===== src/rtl/drum_pkg.sv =====
// rtl/drum_pkg.sv - shared types and constants for the drum lane judge
// Contents: game state enum, default lane geometry, miss limit, streak bonus threshold.
package drum_pkg;

    typedef enum logic [1:0] {
        IDLE = 2'd0,
        PLAY = 2'd1,
        OVER = 2'd2
    } state_t;

    localparam int DEF_NUM_LANES  = 4;
    localparam int DEF_LANE_DEPTH = 16;
    localparam int DEF_SCORE_W    = 16;
    localparam int DEF_MISS_LIMIT = 10;

    // Streak value (before the current hit) at which a hit earns the bonus.
    localparam int BONUS_STREAK   = 8;

endpackage


===== src/rtl/lane_shift.sv =====
// rtl/lane_shift.sv - one note lane: DEPTH-row shift register with hit-row clear
// Ports:
//   clk, reset   : clock, synchronous active-high reset
//   clear_all    : synchronous clear of every row
//   shift        : move every row down by one, row 0 takes load_bit
//   hit_clr      : clear the hit row (row DEPTH-1)
//   load_bit     : note entering row 0 on a shift
//   rows         : lane contents, bit r = row r (registered)
//   hit_bit      : current hit-row content
//   out_bit      : a note leaving the hit row this cycle that was not hit
module lane_shift #(
    parameter int DEPTH = 16
) (
    input  logic             clk,
    input  logic             reset,
    input  logic             clear_all,
    input  logic             shift,
    input  logic             hit_clr,
    input  logic             load_bit,
    output logic [DEPTH-1:0] rows,
    output logic             hit_bit,
    output logic             out_bit
);

    always_ff @(posedge clk) begin
        if (reset || clear_all) begin
            rows <= '0;
        end else if (shift) begin
            // The hit row is discarded by the shift, so a simultaneous
            // hit clear needs no separate action here.
            rows <= {rows[DEPTH-2:0], load_bit};
        end else if (hit_clr) begin
            rows[DEPTH-1] <= 1'b0;
        end
    end

    assign hit_bit = rows[DEPTH-1];
    // A note hit in the same cycle it shifts out is not reported as leaving.
    assign out_bit = shift & rows[DEPTH-1] & ~hit_clr;

endmodule


===== src/rtl/drum_lane_judge.sv =====
// rtl/drum_lane_judge.sv - scrolls note lanes on tick, judges pad hits, keeps score/streak/misses
// Ports:
//   clk, reset : clock, synchronous active-high reset
//   tick       : one-clk scroll pulse
//   start      : starts a new game from IDLE or OVER
//   new_notes  : pattern row loaded into row 0 on each tick
//   pad        : one-clk hit pulses, one per lane
//   lanes      : lane L at [L*LANE_DEPTH +: LANE_DEPTH], bit r = row r
//   hit_flag   : one-clk pulse per successful hit
//   score, streak, miss_count : game counters (saturating)
//   game_over  : high while in OVER
// Build option: DRUM_STREAK_BONUS_EN makes a hit worth 2 once the streak is at least 8.
module drum_lane_judge
    import drum_pkg::*;
#(
    parameter int NUM_LANES  = DEF_NUM_LANES,
    parameter int LANE_DEPTH = DEF_LANE_DEPTH,
    parameter int SCORE_W    = DEF_SCORE_W,
    parameter int MISS_LIMIT = DEF_MISS_LIMIT
) (
    input  logic                            clk,
    input  logic                            reset,
    input  logic                            tick,
    input  logic                            start,
    input  logic [NUM_LANES-1:0]            new_notes,
    input  logic [NUM_LANES-1:0]            pad,
    output logic [NUM_LANES*LANE_DEPTH-1:0] lanes,
    output logic [NUM_LANES-1:0]            hit_flag,
    output logic [SCORE_W-1:0]              score,
    output logic [7:0]                      streak,
    output logic [7:0]                      miss_count,
    output logic                            game_over
);

    localparam logic [7:0] MISS_LIM8 = 8'(MISS_LIMIT);

    state_t                 state;
    logic                   play_act;
    logic                   clear_lanes;
    logic [NUM_LANES-1:0]   hit_row;
    logic [NUM_LANES-1:0]   out_bits;
    logic [NUM_LANES-1:0]   hits;
    logic [NUM_LANES-1:0]   wrong;

    logic [7:0]             hit_cnt;
    logic [7:0]             miss_cnt;
    logic [1:0]             inc;
    logic [9:0]             score_add;
    logic [SCORE_W:0]       score_sum;
    logic [8:0]             streak_sum;
    logic [8:0]             miss_sum;
    logic [SCORE_W-1:0]     score_next;
    logic [7:0]             streak_next;
    logic [7:0]             miss_next;

    // The cycle that notices the miss limit moves to OVER and does no judging.
    assign play_act    = (state == PLAY) && (miss_count < MISS_LIM8);
    assign clear_lanes = start && (state != PLAY);
    assign hits        = pad &  hit_row & {NUM_LANES{play_act}};
    assign wrong       = pad & ~hit_row & {NUM_LANES{play_act}};

    for (genvar l = 0; l < NUM_LANES; l++) begin : g_lane
        lane_shift #(
            .DEPTH (LANE_DEPTH)
        ) u_lane (
            .clk       (clk),
            .reset     (reset),
            .clear_all (clear_lanes),
            .shift     (tick & play_act),
            .hit_clr   (hits[l]),
            .load_bit  (new_notes[l]),
            .rows      (lanes[l*LANE_DEPTH +: LANE_DEPTH]),
            .hit_bit   (hit_row[l]),
            .out_bit   (out_bits[l])
        );
    end

    always_comb begin
        hit_cnt  = '0;
        miss_cnt = '0;
        for (int i = 0; i < NUM_LANES; i++) begin
            hit_cnt  = hit_cnt  + 8'(hits[i]);
            miss_cnt = miss_cnt + 8'(out_bits[i]);
        end

`ifdef DRUM_STREAK_BONUS_EN
        // Bonus decision uses the streak as it stood before this cycle's hits.
        inc = (streak >= 8'(BONUS_STREAK)) ? 2'd2 : 2'd1;
`else
        inc = 2'd1;
`endif

        score_add  = 10'(hit_cnt) * 10'(inc);
        score_sum  = {1'b0, score} + (SCORE_W+1)'(score_add);
        score_next = score_sum[SCORE_W] ? {SCORE_W{1'b1}} : score_sum[SCORE_W-1:0];

        streak_sum = {1'b0, streak} + {1'b0, hit_cnt};
        if ((wrong != '0) || (miss_cnt != 8'd0))
            streak_next = 8'd0;
        else
            streak_next = streak_sum[8] ? 8'hFF : streak_sum[7:0];

        miss_sum  = {1'b0, miss_count} + {1'b0, miss_cnt};
        miss_next = miss_sum[8] ? 8'hFF : miss_sum[7:0];
    end

    always_ff @(posedge clk) begin
        if (reset) begin
            state      <= IDLE;
            hit_flag   <= '0;
            score      <= '0;
            streak     <= '0;
            miss_count <= '0;
            game_over  <= 1'b0;
        end else begin
            case (state)
                IDLE, OVER: begin
                    hit_flag <= '0;
                    if (start) begin
                        state      <= PLAY;
                        score      <= '0;
                        streak     <= '0;
                        miss_count <= '0;
                        game_over  <= 1'b0;
                    end
                end
                PLAY: begin
                    if (miss_count >= MISS_LIM8) begin
                        state     <= OVER;
                        game_over <= 1'b1;
                        hit_flag  <= '0;
                    end else begin
                        hit_flag   <= hits;
                        score      <= score_next;
                        streak     <= streak_next;
                        miss_count <= miss_next;
                    end
                end
                default: begin
                    state <= IDLE;
                end
            endcase
        end
    end

endmodule


===== config.mk =====
export PLATFORM = sky130hd
export DESIGN_NAME = drum_lane_judge
export DESIGN_NICKNAME = d
export VERILOG_FILES = /design/src/rtl/drum_pkg.sv /design/src/rtl/lane_shift.sv /design/src/rtl/drum_lane_judge.sv
export SDC_FILE = /design/constraint.sdc
export NUM_CORES = 1
export LEC_CHECK = 0
export BUFFER_PORTS_ARGS = -buffer_cell sky130_fd_sc_hd__buf_2
export CORE_UTILIZATION = 55
export DETAILED_ROUTE_END_ITERATION = 8
export GPL_TIMING_DRIVEN = 1
export PLACE_DENSITY = 0.82
export SYNTH_ARGS = -nofsm -noshare
export SYNTH_HDL_FRONTEND = slang
export SYNTH_SLANG_ARGS = --single-unit
export TNS_END_PERCENT = 5

===== constraint.sdc =====
create_clock -name clk -period 7.44 [get_ports clk]
set_input_delay 1.488 -clock clk [delete_from_list [all_inputs] [get_ports clk]]
set_output_delay 1.488 -clock clk [all_outputs]
set_load 0.01 [all_outputs]

=== After elaboration in Yosys (flattened, before gate mapping) ===
Cells that the tools add are included.

* Flip-flop bits (word level): 103
* Input port bits: 12
* Output and inout port bits: 101
* Word-level logic and storage cells: 93

* $add $sub $neg: 9
* $lt $le $gt $ge: 2
* Eq/ne operators: 6
* Mux-type cells: 28
* Bitwise operators: 18
* Reductions and logical operators: 16

{| class="wikitable"
|+ Operators with widths
! cell !! count
|-
| $mux W16 || 3
|-
| $mux W8 || 6
|-
| $pmux W16 S2 || 1
|-
| $pmux W8 S2 || 2
|-
| $add A8 B4 Y9 || 2
|-
| $add A16 B4 Y17 || 1
|-
| $and A4 B4 Y4 || 4
|-
| $mux W1 || 10
|-
| $reduce_bool A2 Y1 || 5
|-
| $and A1 B1 Y1 || 9
|-
| $add A3 B1 Y4 || 2
|-
| $ge A8 B4 Y1 const B || 1
|-
| $lt A8 B4 Y1 const B || 1
|-
| $pmux W4 S2 || 1
|-
| $reduce_bool A8 Y1 || 1
|-
| $add A2 B1 Y3 || 2
|-
| $reduce_and A3 Y1 || 2
|-
| $add A1 B1 Y2 || 2
|-
| $mux W2 || 2
|-
| $mux W4 || 1
|-
| $ne A2 B1 Y1 const B || 2
|-
| $ne A2 B2 Y1 const B || 2
|-
| $not A1 Y1 || 4
|-
| $not A4 Y4 || 1
|-
| 10 further kinds || 12
|}

=== Depth between registers and ports, before layout ===
Gate-level depths: netlist (run 1).

* Depth in word-level cells: 13
* Gate-level depth with buffers: 17
* Gate-level depth less buffers: 14

=== By module ===
From an unflattened synthesis (run 1), not the netlist that was laid out.

* Cell total of the unflattened synthesis: 528
* Area total of the unflattened synthesis: 4,869.7 um2

{| class="wikitable"
|+ Modules (own cells, without submodules)
! module !! instances !! cells each !! area each (um2) !! sequential area each (um2)
|-
| drum_lane_judge || 1 || 304 || 2,472.4 || 780.7
|-
| lane_shift || 4 || 56 || 599.3 || 320.3
|}

=== Worst setup path after synthesis (run 1) ===
No wires, ideal clock.

* Path type: input-to-reg
* From: in tick
* To: reg miss_count[4]
* Setup time: 0.117 ns
* Data arrival time: 4.074 ns
* Required time: 7.323 ns
* Path slack: 3.249 ns
* Stages on the path: 14
* Path buffers: 2
* Path through: and2_1 > buf_2 > buf_6 > and3_1 > fa_1 > ha_1 > ha_1 > inv_1 > fa_1 > nor2b_1 > o21ai_0 > nand2_1 > nand2_1 > a32o_1

* Longest elaborated chain between the ends: 10
* Elaborated cells on any way between the ends: 16
* Classes of those cells: 4 x add/sub; 3 x mux; 9 x bitwise

{| class="wikitable"
|+ Ends and longest elaborated chain
! element !! line !! source
|-
| start: declaration || drum_lane_judge.sv:23 || <nowiki>input logic tick,</nowiki>
|-
| $and A1 B1 Y1 * || drum_lane_judge.sv:69 || <nowiki>.shift (tick & play_act),</nowiki>
|-
| $and A1 B1 Y1 (2 in series) || lane_shift.sv:39 || <nowiki>assign out_bit = shift & rows[DEPTH-1] & ~hit_clr;</nowiki>
|-
| $add A1 B1 Y2 || drum_lane_judge.sv:83 || <nowiki>miss_cnt = miss_cnt + 8'(out_bits[i]);</nowiki>
|-
| $add A2 B1 Y3 || drum_lane_judge.sv:83 ||
|-
| $add A3 B1 Y4 * || drum_lane_judge.sv:83 ||
|-
| $add A8 B4 Y9 * || drum_lane_judge.sv:103 || <nowiki>miss_sum = {1'b0, miss_count} + {1'b0, miss_cnt};</nowiki>
|-
| $mux W8 * || drum_lane_judge.sv:104 || <nowiki>miss_next = miss_sum[8] ? 8'hFF : miss_sum[7:0];</nowiki>
|-
| $mux W8 * || drum_lane_judge.sv:128 || <nowiki>if (miss_count >= MISS_LIM8) begin</nowiki>
|-
| $pmux W8 S2 * || drum_lane_judge.sv:116 || <nowiki>case (state)</nowiki>
|-
| end signal: assignment || drum_lane_judge.sv:136 || <nowiki>miss_count <= miss_next;</nowiki>
|-
| end: declaration || drum_lane_judge.sv:31 || <nowiki>output logic [7:0] miss_count,</nowiki>
|}

Mark *: on every way between the ends. The rest lies on a longest branch, timed or not. The select of a mux whose other input is x is not followed.
A chain may end at the register's enable or synchronous reset.

=== Worst setup path after layout (run 1) ===
* From: reg state[0]
* To: reg streak[4]

* Longest elaborated chain between the ends: 13
* Elaborated cells on any way between the ends: 38
* Classes of those cells: 7 x add/sub; 4 x eq/ne; 4 x mux; 15 x bitwise; 8 x reduce/logical

{| class="wikitable"
|+ Ends and longest elaborated chain
! element !! line !! source
|-
| start: declaration || drum_lane_judge.sv:37 || <nowiki>state_t state;</nowiki>
|-
| start signal: assignment || drum_lane_judge.sv:109 || <nowiki>state <= IDLE;</nowiki>
|-
| start signal: assignment || drum_lane_judge.sv:120 || <nowiki>state <= PLAY;</nowiki>
|-
| start signal: assignment || drum_lane_judge.sv:129 || <nowiki>state <= OVER;</nowiki>
|-
| parallel branches: the longest is 13 deep, another holds $add A8 B4 Y9 || n/a ||
|-
| end signal: assignment || drum_lane_judge.sv:135 || <nowiki>streak <= streak_next;</nowiki>
|-
| end: declaration || drum_lane_judge.sv:30 || <nowiki>output logic [7:0] streak,</nowiki>
|}

Several ways; the timed one is not identified. The select of a mux whose other input is x is not followed.

==> reports/metrics.csv, run 1 <==
stage,metric,value,unit
clocking,CTS sink cnt,103,
grt,vias in the first global route,4048,
synthesis,synthesized cell area,0.00459,mm²
synthesis,Post-Synthesis Cells,561,
drt,Post-route DRC,0,
pwr,Psw,259,µW
synthesis,Synth cell types,48,
place,placed inst area,0.00513,mm²
clocking,Clock Path Buffers,2,
pwr,Clock Power Share,0.364,
clocking,CTS Hold Bufs,0,
setup_path,CP max stage cell,and3_1,
drt,vias,4364,
synthesis,syn nets,591,
pwr,Tot Pwr,955,µW
clocking,htree depth,3,
clocking,Clock Latency Late Sink,0.37,ns
pwr,Power Internal,696,µW
timing,final hold vios,0,
drt,DRT antenna net count,0,
final_layout,Final nets,683,
die,# rows,32,
timing,achievable clock frequency,0.219,GHz
final_layout,Multi-input gate area,0.00229,mm²
timing,RSZ-0062 raised after global routing,no,
drt,number of DRC markers in iteration 0,273,
clocking,Post-CTS Setup Inserts,0,
place,post-DP HPWL,7890,µm
grt,first-pass GRT wire length,18500,µm
final_layout,fillcell total,661,
die,I/O pin count,113,
place,Port Buf Inserts,112,
grt,total gr overflow,0,
drt,Vias/cell,5.74,
grt,Total GRT Usage,0.266,
timing,Period minus WS final,4.57,ns
timing,Clock Skews,0.0121,ns
drt,final WL,11200,µm
clocking,clk slew on worst S/H paths,0.11,ns
die,die width,93.4,µm
grt,initial antenna violation count,0,
pwr,pwr dens,179,mW/mm²
timing,ratio of final minimum period to clock period,0.615,
pwr,Gate power share,0.056,
die,area of the die,0.00872,mm²
setup_path,worst path arrival time,4.86,ns
drt,routed len/inst,14.8,µm
setup_path,Worst EP required,7.72,ns
die,Die H,93.4,µm
synthesis,syn_area_per_cell,8.19,µm²
final_layout,P&R area growth vs syn,16.0,%
final_layout,Final Instance Area,0.00533,mm²
timing,final setup vio count,0,
pwr,Max VDD drop,119,µV
status,status,finished clean,
setup_path,CP Buf/Inv Count,1,
timing,worst-margin pin slew,1.05,ns
timing,Rel. slew slack,0.298,
clocking,CTS buffer count,9,
final_layout,Reg area,0.00206,mm²
min_path,HP Class,reg2reg,
synthesis,YS warnings,0,
setup_path,Critical Path Max Stage Delay,0.71,ns
setup_path,Setup crit start kind,flop,
timing,hold_ws,0.464,ns
die,Starting Density,0.582,
setup_path,CP Capture Type,flop,
clocking,cts repair resizes,0,
synthesis,sequential element share of the synthesized area,0.449,
setup_path,Top delay family on crit path,simple AND/OR/NAND/NOR gates,
setup_path,critical path class,reg2reg,
die,Core ar.,0.00789,mm²
grt,pin count of the biggest net entering global routing,66,
setup_path,Worst Path Max Fanout,65,
clocking,CTS tree,done,
clocking,Root Driver,clkbuf_8,
final_layout,layout cell share with drive strength beyond 1,0.219,
pwr,Reg power frac,0.580,
pwr,sw frac,0.271,
timing,Final Max Slew Viols,0,
pwr,Leak,2.34,nW
final_layout,Diodes inserted,0,
synthesis,"flops & latches, synth",103,
timing,TNS Setup,0,ns
place,Routability Congestion,0.925,
flow_run,Max Cap Viol,0,
drt,DRT Pass-1 Iters,4,
setup_path,CP cell instances,"nor2b_1, and3_1, and2_2, buf_4, and3_1, ha_1, ha_1, or3_1, nor4_4, o21ai_1, a221oi_2",
final cells by class:
type | count | area share
Multi-Input combinational cell | 408 | 0.431
Sequential cell | 103 | 0.387
Timing Repair Buffer | 115 | 0.109
Tap cell | 102 | 0.0240
Clock buffer | 9 | 0.0233
Clock inverter | 7 | 0.0143
Inverter | 16 | 0.0113
registers in the layout, indices dropped and copies added, names as in the netlist:
signal              count
score                  16
state                   2
hit_flag                4
miss_count              8
streak                  8
game_over               1
g_lane.u_lane.rows     64
metal layers:
layer	share of wire	GRT usage
met1	0.41	0.317
met2	0.49	0.445
met3	0.077	0.0789
met4	0.021	0.109
met5	0	0
kinds of logic after synthesis:
family	synth area share
adders and majority gates	0.0572
and+or+nand+nor	0.221
buffers and inverters	0.0550
AOI/OAI and AO/OA	0.209
DFF	0.449
xor gates and xnor gates	0.00572
muxes	0.00218
Yosys cell counts (all sizes together):
cell       n  area share
a21o       8       0.013
buf       24       0.034
and2       2      0.0027
or2        1      0.0014
a211o      1      0.0019
nor4       2      0.0093
a32oi      1      0.0019
a221oi     1      0.0033
and4       1      0.0019
mux2i      1      0.0022
nor3b      1      0.0016
nand2    155        0.13
a41oi      2      0.0038
nand4      3      0.0041
nor2b      7      0.0095
o311ai     1      0.0057
o211ai     4      0.0065
a22oi      5      0.0082
dfxtp    103        0.45
o2111a     2      0.0049
nand3      8      0.0098
nand2b     3      0.0041
o2111ai    2      0.0038
a211oi     1      0.0016
a31oi      8       0.011
nor2      17       0.014
o21ai     37       0.040
clkbuf    10      0.0082
a22o       3      0.0057
or4        1      0.0016
nor3       7      0.0098
and3      17       0.023
xnor2      3      0.0057
fa         5       0.022
ha        13       0.035
or3        1      0.0014
o31ai      1      0.0016
a32o       4      0.0087
o22ai      2      0.0027
inv       16       0.013
a21oi     77       0.085
path summary, 6_finish.rpt:
check | startpoint | to | slack (ns) | cells past startpoint
worst min register to register | g_lane[1].u_lane.rows[4]$_SDFFE_PP0N_ | g_lane[1].u_lane.rows[5]$_SDFFE_PP0N_ | 0.46 | 2
worst max-delay path | state[0]$_SDFFE_PP0P_ | streak[4]$_SDFFE_PP0P_ | 2.87 | 11
worst min-delay path | g_lane[1].u_lane.rows[4]$_SDFFE_PP0N_ | g_lane[1].u_lane.rows[5]$_SDFFE_PP0N_ | 0.46 | 2
worst max register to register | state[0]$_SDFFE_PP0P_ | streak[4]$_SDFFE_PP0P_ | 2.87 | 11
tightest hold or removal path: cells and delay by family, from the launching register on:
family	cells	cell delay, ns
compound gates	1	0.05
simple gates	1	0.06
flops	1	0.33
power groups by stage:
stage          clock [mW]  sequential [mW]  combinational (mW)
2_1_floorplan           0            0.565              0.0410
5_1_grt             0.374            0.554              0.0590
3_5_place_dp            0            0.566              0.0527
6_report            0.348            0.554              0.0533
4_1_cts             0.354            0.554              0.0529
3_3_place_gp            0            0.566              0.0513
cell usage in the layout, fill, tap and decap left out, drive strengths merged, types with 8 or more instances in the layout:
cell type,synthesis,final
buf,24,115
clkbuf,10,9
nor2,17,17
a31oi,8,8
inv,16,19
a21oi,77,77
nand3,8,8
and3,17,17
nand2,155,155
a21o,8,8
dfxtp,103,103
ha,13,13
o21ai,37,37
metrics by stage:
step	util	setup WS, ns	cells
after detailed placement	0.650	2.87	744
after global placement	0.650	3.00	744
after CTS	0.675	2.82	760
after floorplan	-	3.25	561
after global routing	0.675	2.43	760
final	0.675	2.87	760
No activity file was read; power rests on OpenSTA's default activity.
==> inputs of run 2 (changes only) <==
ABC_AREA = 1   (was not set)
CORE_UTILIZATION = 54   (was 55)
PLACE_DENSITY = 0.8   (was 0.82)
clock period = 4.4 ns   (was 7.44 ns; I/O delays follow)
==> reports/metrics.csv, run 2 <==
stage,metric,value,unit,change
pwr,Max VDD drop,187,µV,was 119 µV
die,Core ar.,0.00868,mm²,was 0.00789 mm²
final_layout,Final nets,811,,was 683
pwr,Power Internal,1.20,mW,was 696 µW
grt,pin count of the biggest net entering global routing,66,,unchanged
final_layout,Biggest register,g_lane.u_lane.rows,,unchanged
drt,routed len/inst,12.6,µm,was 14.8 µm
grt,vias in the first global route,3942,,was 4048
place,# placed instances,878,,was 744
setup_path,"reg-to-reg slack, setup",0.72,ns,was 2.87 ns
synthesis,most instantiated library cell after synthesis,nand2_1,,unchanged
setup_path,Top delay family on crit path,adder cells,,was simple AND/OR/NAND/NOR gates
clocking,CTS Hold Bufs,0,,unchanged
drt,DRT antenna net count,0,,unchanged
place,Port Buf Inserts,112,,unchanged
timing,achievable clock frequency,0.272,GHz,was 0.219 GHz
setup_path,critical path class,reg2reg,,unchanged
setup_path,Critical Path Max Stage Delay,0.43,ns,was 0.71 ns
final_layout,Multi-input gate area,0.00236,mm²,was 0.00229 mm²
die,I/O pin count,113,,unchanged
clocking,CTS tree,done,,unchanged
final_layout,max reg flops,64,,unchanged
die,Die H,96.4,µm,was 93.4 µm
setup_path,reg-to-reg endpoint,streak[1]$_SDFFE_PP0P_,,was streak[4]$_SDFFE_PP0P_
setup_path,Worst Path Max Fanout,7,,was 65
clocking,CTS buffer count,9,,unchanged
place,placed inst area,0.00538,mm²,was 0.00513 mm²
clocking,Root Driver,clkbuf_8,,unchanged
grt,first-pass GRT wire length,17700,µm,was 18500 µm
drt,Vias/cell,5.20,,was 5.74
synthesis,cell taking the most area after synthesis,dfxtp_1,,unchanged
final_layout,post-layout util,0.642,,was 0.675
drt,Post-route DRC,0,,unchanged
synthesis,number of flops mapped to enable cells by yosys,0,,unchanged
synthesis,"flops & latches, synth",103,,unchanged
pwr,Gate power share,0.063,,was 0.056
synthesis,synthesized cell area,0.00481,mm²,was 0.00459 mm²
status,status,finished clean,,unchanged
synthesis,syn nets,715,,was 591
timing,TNS Setup,0,ns,unchanged
synthesis,"top cells by area, synth","dfxtp_1, nand2_1, a21oi_1",,unchanged
drt,final WL,11200,µm,about the same
timing,worst-margin pin slew,1.06,ns,was 1.05 ns
setup_path,worst path arrival time,3.99,ns,was 4.86 ns
place,Routability Congestion,0.869,,was 0.925
pwr,sw frac,0.271,,about the same
setup_path,Critical path origin,state[0]$_SDFFE_PP0P_,,unchanged
grt,Total GRT Usage,0.244,,was 0.266
synthesis,syn_area_per_cell,7.02,µm²,was 8.19 µm²
min_path,Hold Crit Depth,2,,unchanged
synthesis,commonest cells in the netlist,"nand2_1, dfxtp_1, a21oi_1, inv_1, nor2_1",,"was nand2_1, dfxtp_1, a21oi_1, o21ai_0, and3_1"
timing,Final Max Slew Viols,0,,unchanged
pwr,pwr dens,294,mW/mm²,was 179 mW/mm²
final_layout,final cell count without fillers,894,,was 760
synthesis,post-synth top area share,0.429,,was 0.449
final_layout,biggest regs,"g_lane.u_lane.rows: 64 flops, score: 16 flops",,unchanged
pwr,Reg power frac,0.574,,was 0.580
pwr,Leak,2.49,nW,was 2.34 nW
clocking,clk slew on worst S/H paths,0.11,ns,about the same
flow_run,Max Cap Viol,0,,unchanged
pwr,Psw,444,µW,was 259 µW
final_layout,fillcell total,814,,was 661
setup_path,Worst EP required,4.71,ns,was 7.72 ns
final_layout,"most common cell after layout, fill and taps aside",nand2_1,,unchanged
final_layout,Diodes inserted,0,,unchanged
synthesis,sequential element share of the synthesized area,0.429,,was 0.449
synthesis,Post-Synthesis Cells,685,,was 561
grt,total gr overflow,0,,unchanged
pwr,Clock Power Share,0.363,,was 0.364
final_layout,P&R area growth vs syn,16.0,%,about the same
timing,Rel. slew slack,0.294,,was 0.298
final_layout,most frequent cells in the layout,"nand2_1, buf_2, dfxtp_1, a21oi_1, inv_1",,"was nand2_1, buf_2, dfxtp_1, a21oi_1, o21ai_0"
clocking,cts repair resizes,0,,unchanged
die,area of the die,0.00928,mm²,was 0.00872 mm²
drt,number of DRC markers in iteration 0,174,,was 273
timing,final setup vio count,0,,unchanged
synthesis,ys flop type,dfxtp_1,,unchanged
die,Starting Density,0.554,,was 0.582
synthesis,YS warnings,0,,unchanged
timing,hold_ws,0.473,ns,was 0.464 ns
setup_path,Setup crit start kind,flop,,unchanged
timing,final hold vios,0,,unchanged
setup_path,CP cell instances,"inv_2, nor2_4, nand3_2, nor2_4, nand3_1, inv_1, fa_1, ha_1, ha_1, inv_1, fa_1, o21ai_0, nand4_1, nand2_1, nand2_1, a21oi_1",,"was nor2b_1, and3_1, and2_2, buf_4, and3_1, ha_1, ha_1, or3_1, nor4_4, o21ai_1, a221oi_2"
clocking,Post-CTS Setup Inserts,0,,unchanged
drt,vias,4650,,was 4364
final_layout,Final Instance Area,0.00558,mm²,was 0.00533 mm²
setup_path,CP Buf/Inv Count,3,,was 1
clocking,Clock Path Buffers,2,,unchanged
setup_path,CP max stage cell,fa_1,,was and3_1
synthesis,Synth cell types,30,,was 48
timing,ratio of final minimum period to clock period,0.836,,was 0.615
final_layout,Reg area,0.00206,mm²,unchanged
min_path,HP Class,reg2reg,,unchanged
clocking,CTS sink cnt,103,,unchanged
setup_path,CP Capture Type,flop,,unchanged
min_path,Min-Delay Endpoint,hit_flag[1]$_SDFFE_PP0N_,,was g_lane[1].u_lane.rows[5]$_SDFFE_PP0N_
grt,initial antenna violation count,0,,unchanged
drt,DRT Pass-1 Iters,5,,was 4
clocking,Clock Latency Late Sink,0.38,ns,was 0.37 ns
timing,RSZ-0062 raised after global routing,no,,unchanged
min_path,Min-Delay Startpoint,hit_flag[1]$_SDFFE_PP0N_,,was g_lane[1].u_lane.rows[4]$_SDFFE_PP0N_
setup_path,FF-to-FF Start,state[0]$_SDFFE_PP0P_,,unchanged
clocking,htree depth,3,,unchanged
synthesis,Async SR Flop Fraction,0,,unchanged
final_layout,layout cell share with drive strength beyond 1,0.184,,was 0.219
die,die width,96.4,µm,was 93.4 µm
timing,Period minus WS final,3.68,ns,was 4.57 ns
place,post-DP HPWL,7880,µm,was 7890 µm
die,# rows,34,,was 32
timing,Clock Skews,0.0140,ns,was 0.0121 ns
setup_path,Reg2Reg Depth,16,,was 11
-- run 2: cell count changes in the layout (fill, tap and decap cells not counted), sizes merged, moves of 17 or more --
cell   change
a21oi     +21
o21ai     -20
nand2     +94
inv       +41
nand3     +32
nor2      +26
and3      -17
-- run 2: area by class of cell --
cell class              count  share of cell area
clock buffers              10              0.0247
clock inverters             6              0.0112
inverters                  58              0.0393
multi-input cells         492               0.423
flip-flops and latches    103               0.370
well taps                 108              0.0242
repair buffers            117               0.107
-- run 2: worst reg2reg max path: cells and delay by family (launching register included) --
kind                     cells  cell delay, ns
AO/OA/AOI/OAI                2            0.46
AND/OR/NAND/NOR              7            1.16
buffers and inverters        3            0.27
flip-flops                   1            0.38
adder cells (fa/ha/maj)      4            1.37
-- run 2: worst max-delay path by stage --
stage          cells past startpoint  slack, ns                    endpoint
5_1_grt                           16       0.41      streak[1]$_SDFFE_PP0P_
3_3_place_gp                      13       0.72      streak[4]$_SDFFE_PP0P_
6_report                          16       0.72      streak[1]$_SDFFE_PP0P_
4_1_cts                           16       0.71      streak[1]$_SDFFE_PP0P_
2_1_floorplan                     15       0.92  miss_count[2]$_SDFFE_PP0P_
3_5_place_dp                      16       0.62  miss_count[2]$_SDFFE_PP0P_
-- run 2: power groups by stage --
stage / registers, mW / logic [mW] / clock network [mW]
5_1_grt: 0.942 / 0.114 / 0.645
6_report: 0.941 / 0.103 / 0.596
2_1_floorplan: 0.963 / 0.0796 / 0
3_5_place_dp: 0.963 / 0.103 / 0
4_1_cts: 0.941 / 0.104 / 0.605
3_3_place_gp: 0.962 / 0.102 / 0
-- run 2: per-stage QoR --
step | setup slack, ns | power, mW
after floorplan | 0.923 | 1.04
after global placement | 0.717 | 1.06
after CTS | 0.712 | 1.65
final | 0.723 | 1.64
after detailed placement | 0.620 | 1.07
after global routing | 0.415 | 1.70
-- run 2: cell families (layout without fill, tap and decap cells) --
logic type	count (synthesis)	after routing	share of synthesized area
AND/OR/NAND/NOR	351	351	0.301
AO/OA/AOI/OAI	118	118	0.124
flip-flops	103	103	0.429
buffers and inverters	90	191	0.0822
adder cells (fa/ha/maj)	18	18	0.0547
XOR/XNOR	5	5	0.00911
-- run 2: routing by layer --
layer	part of all wire	global-route usage
met3	0.073	0.0703
met1	0.42	0.294
met2	0.49	0.417
met5	0	0
met4	0.017	0.0748
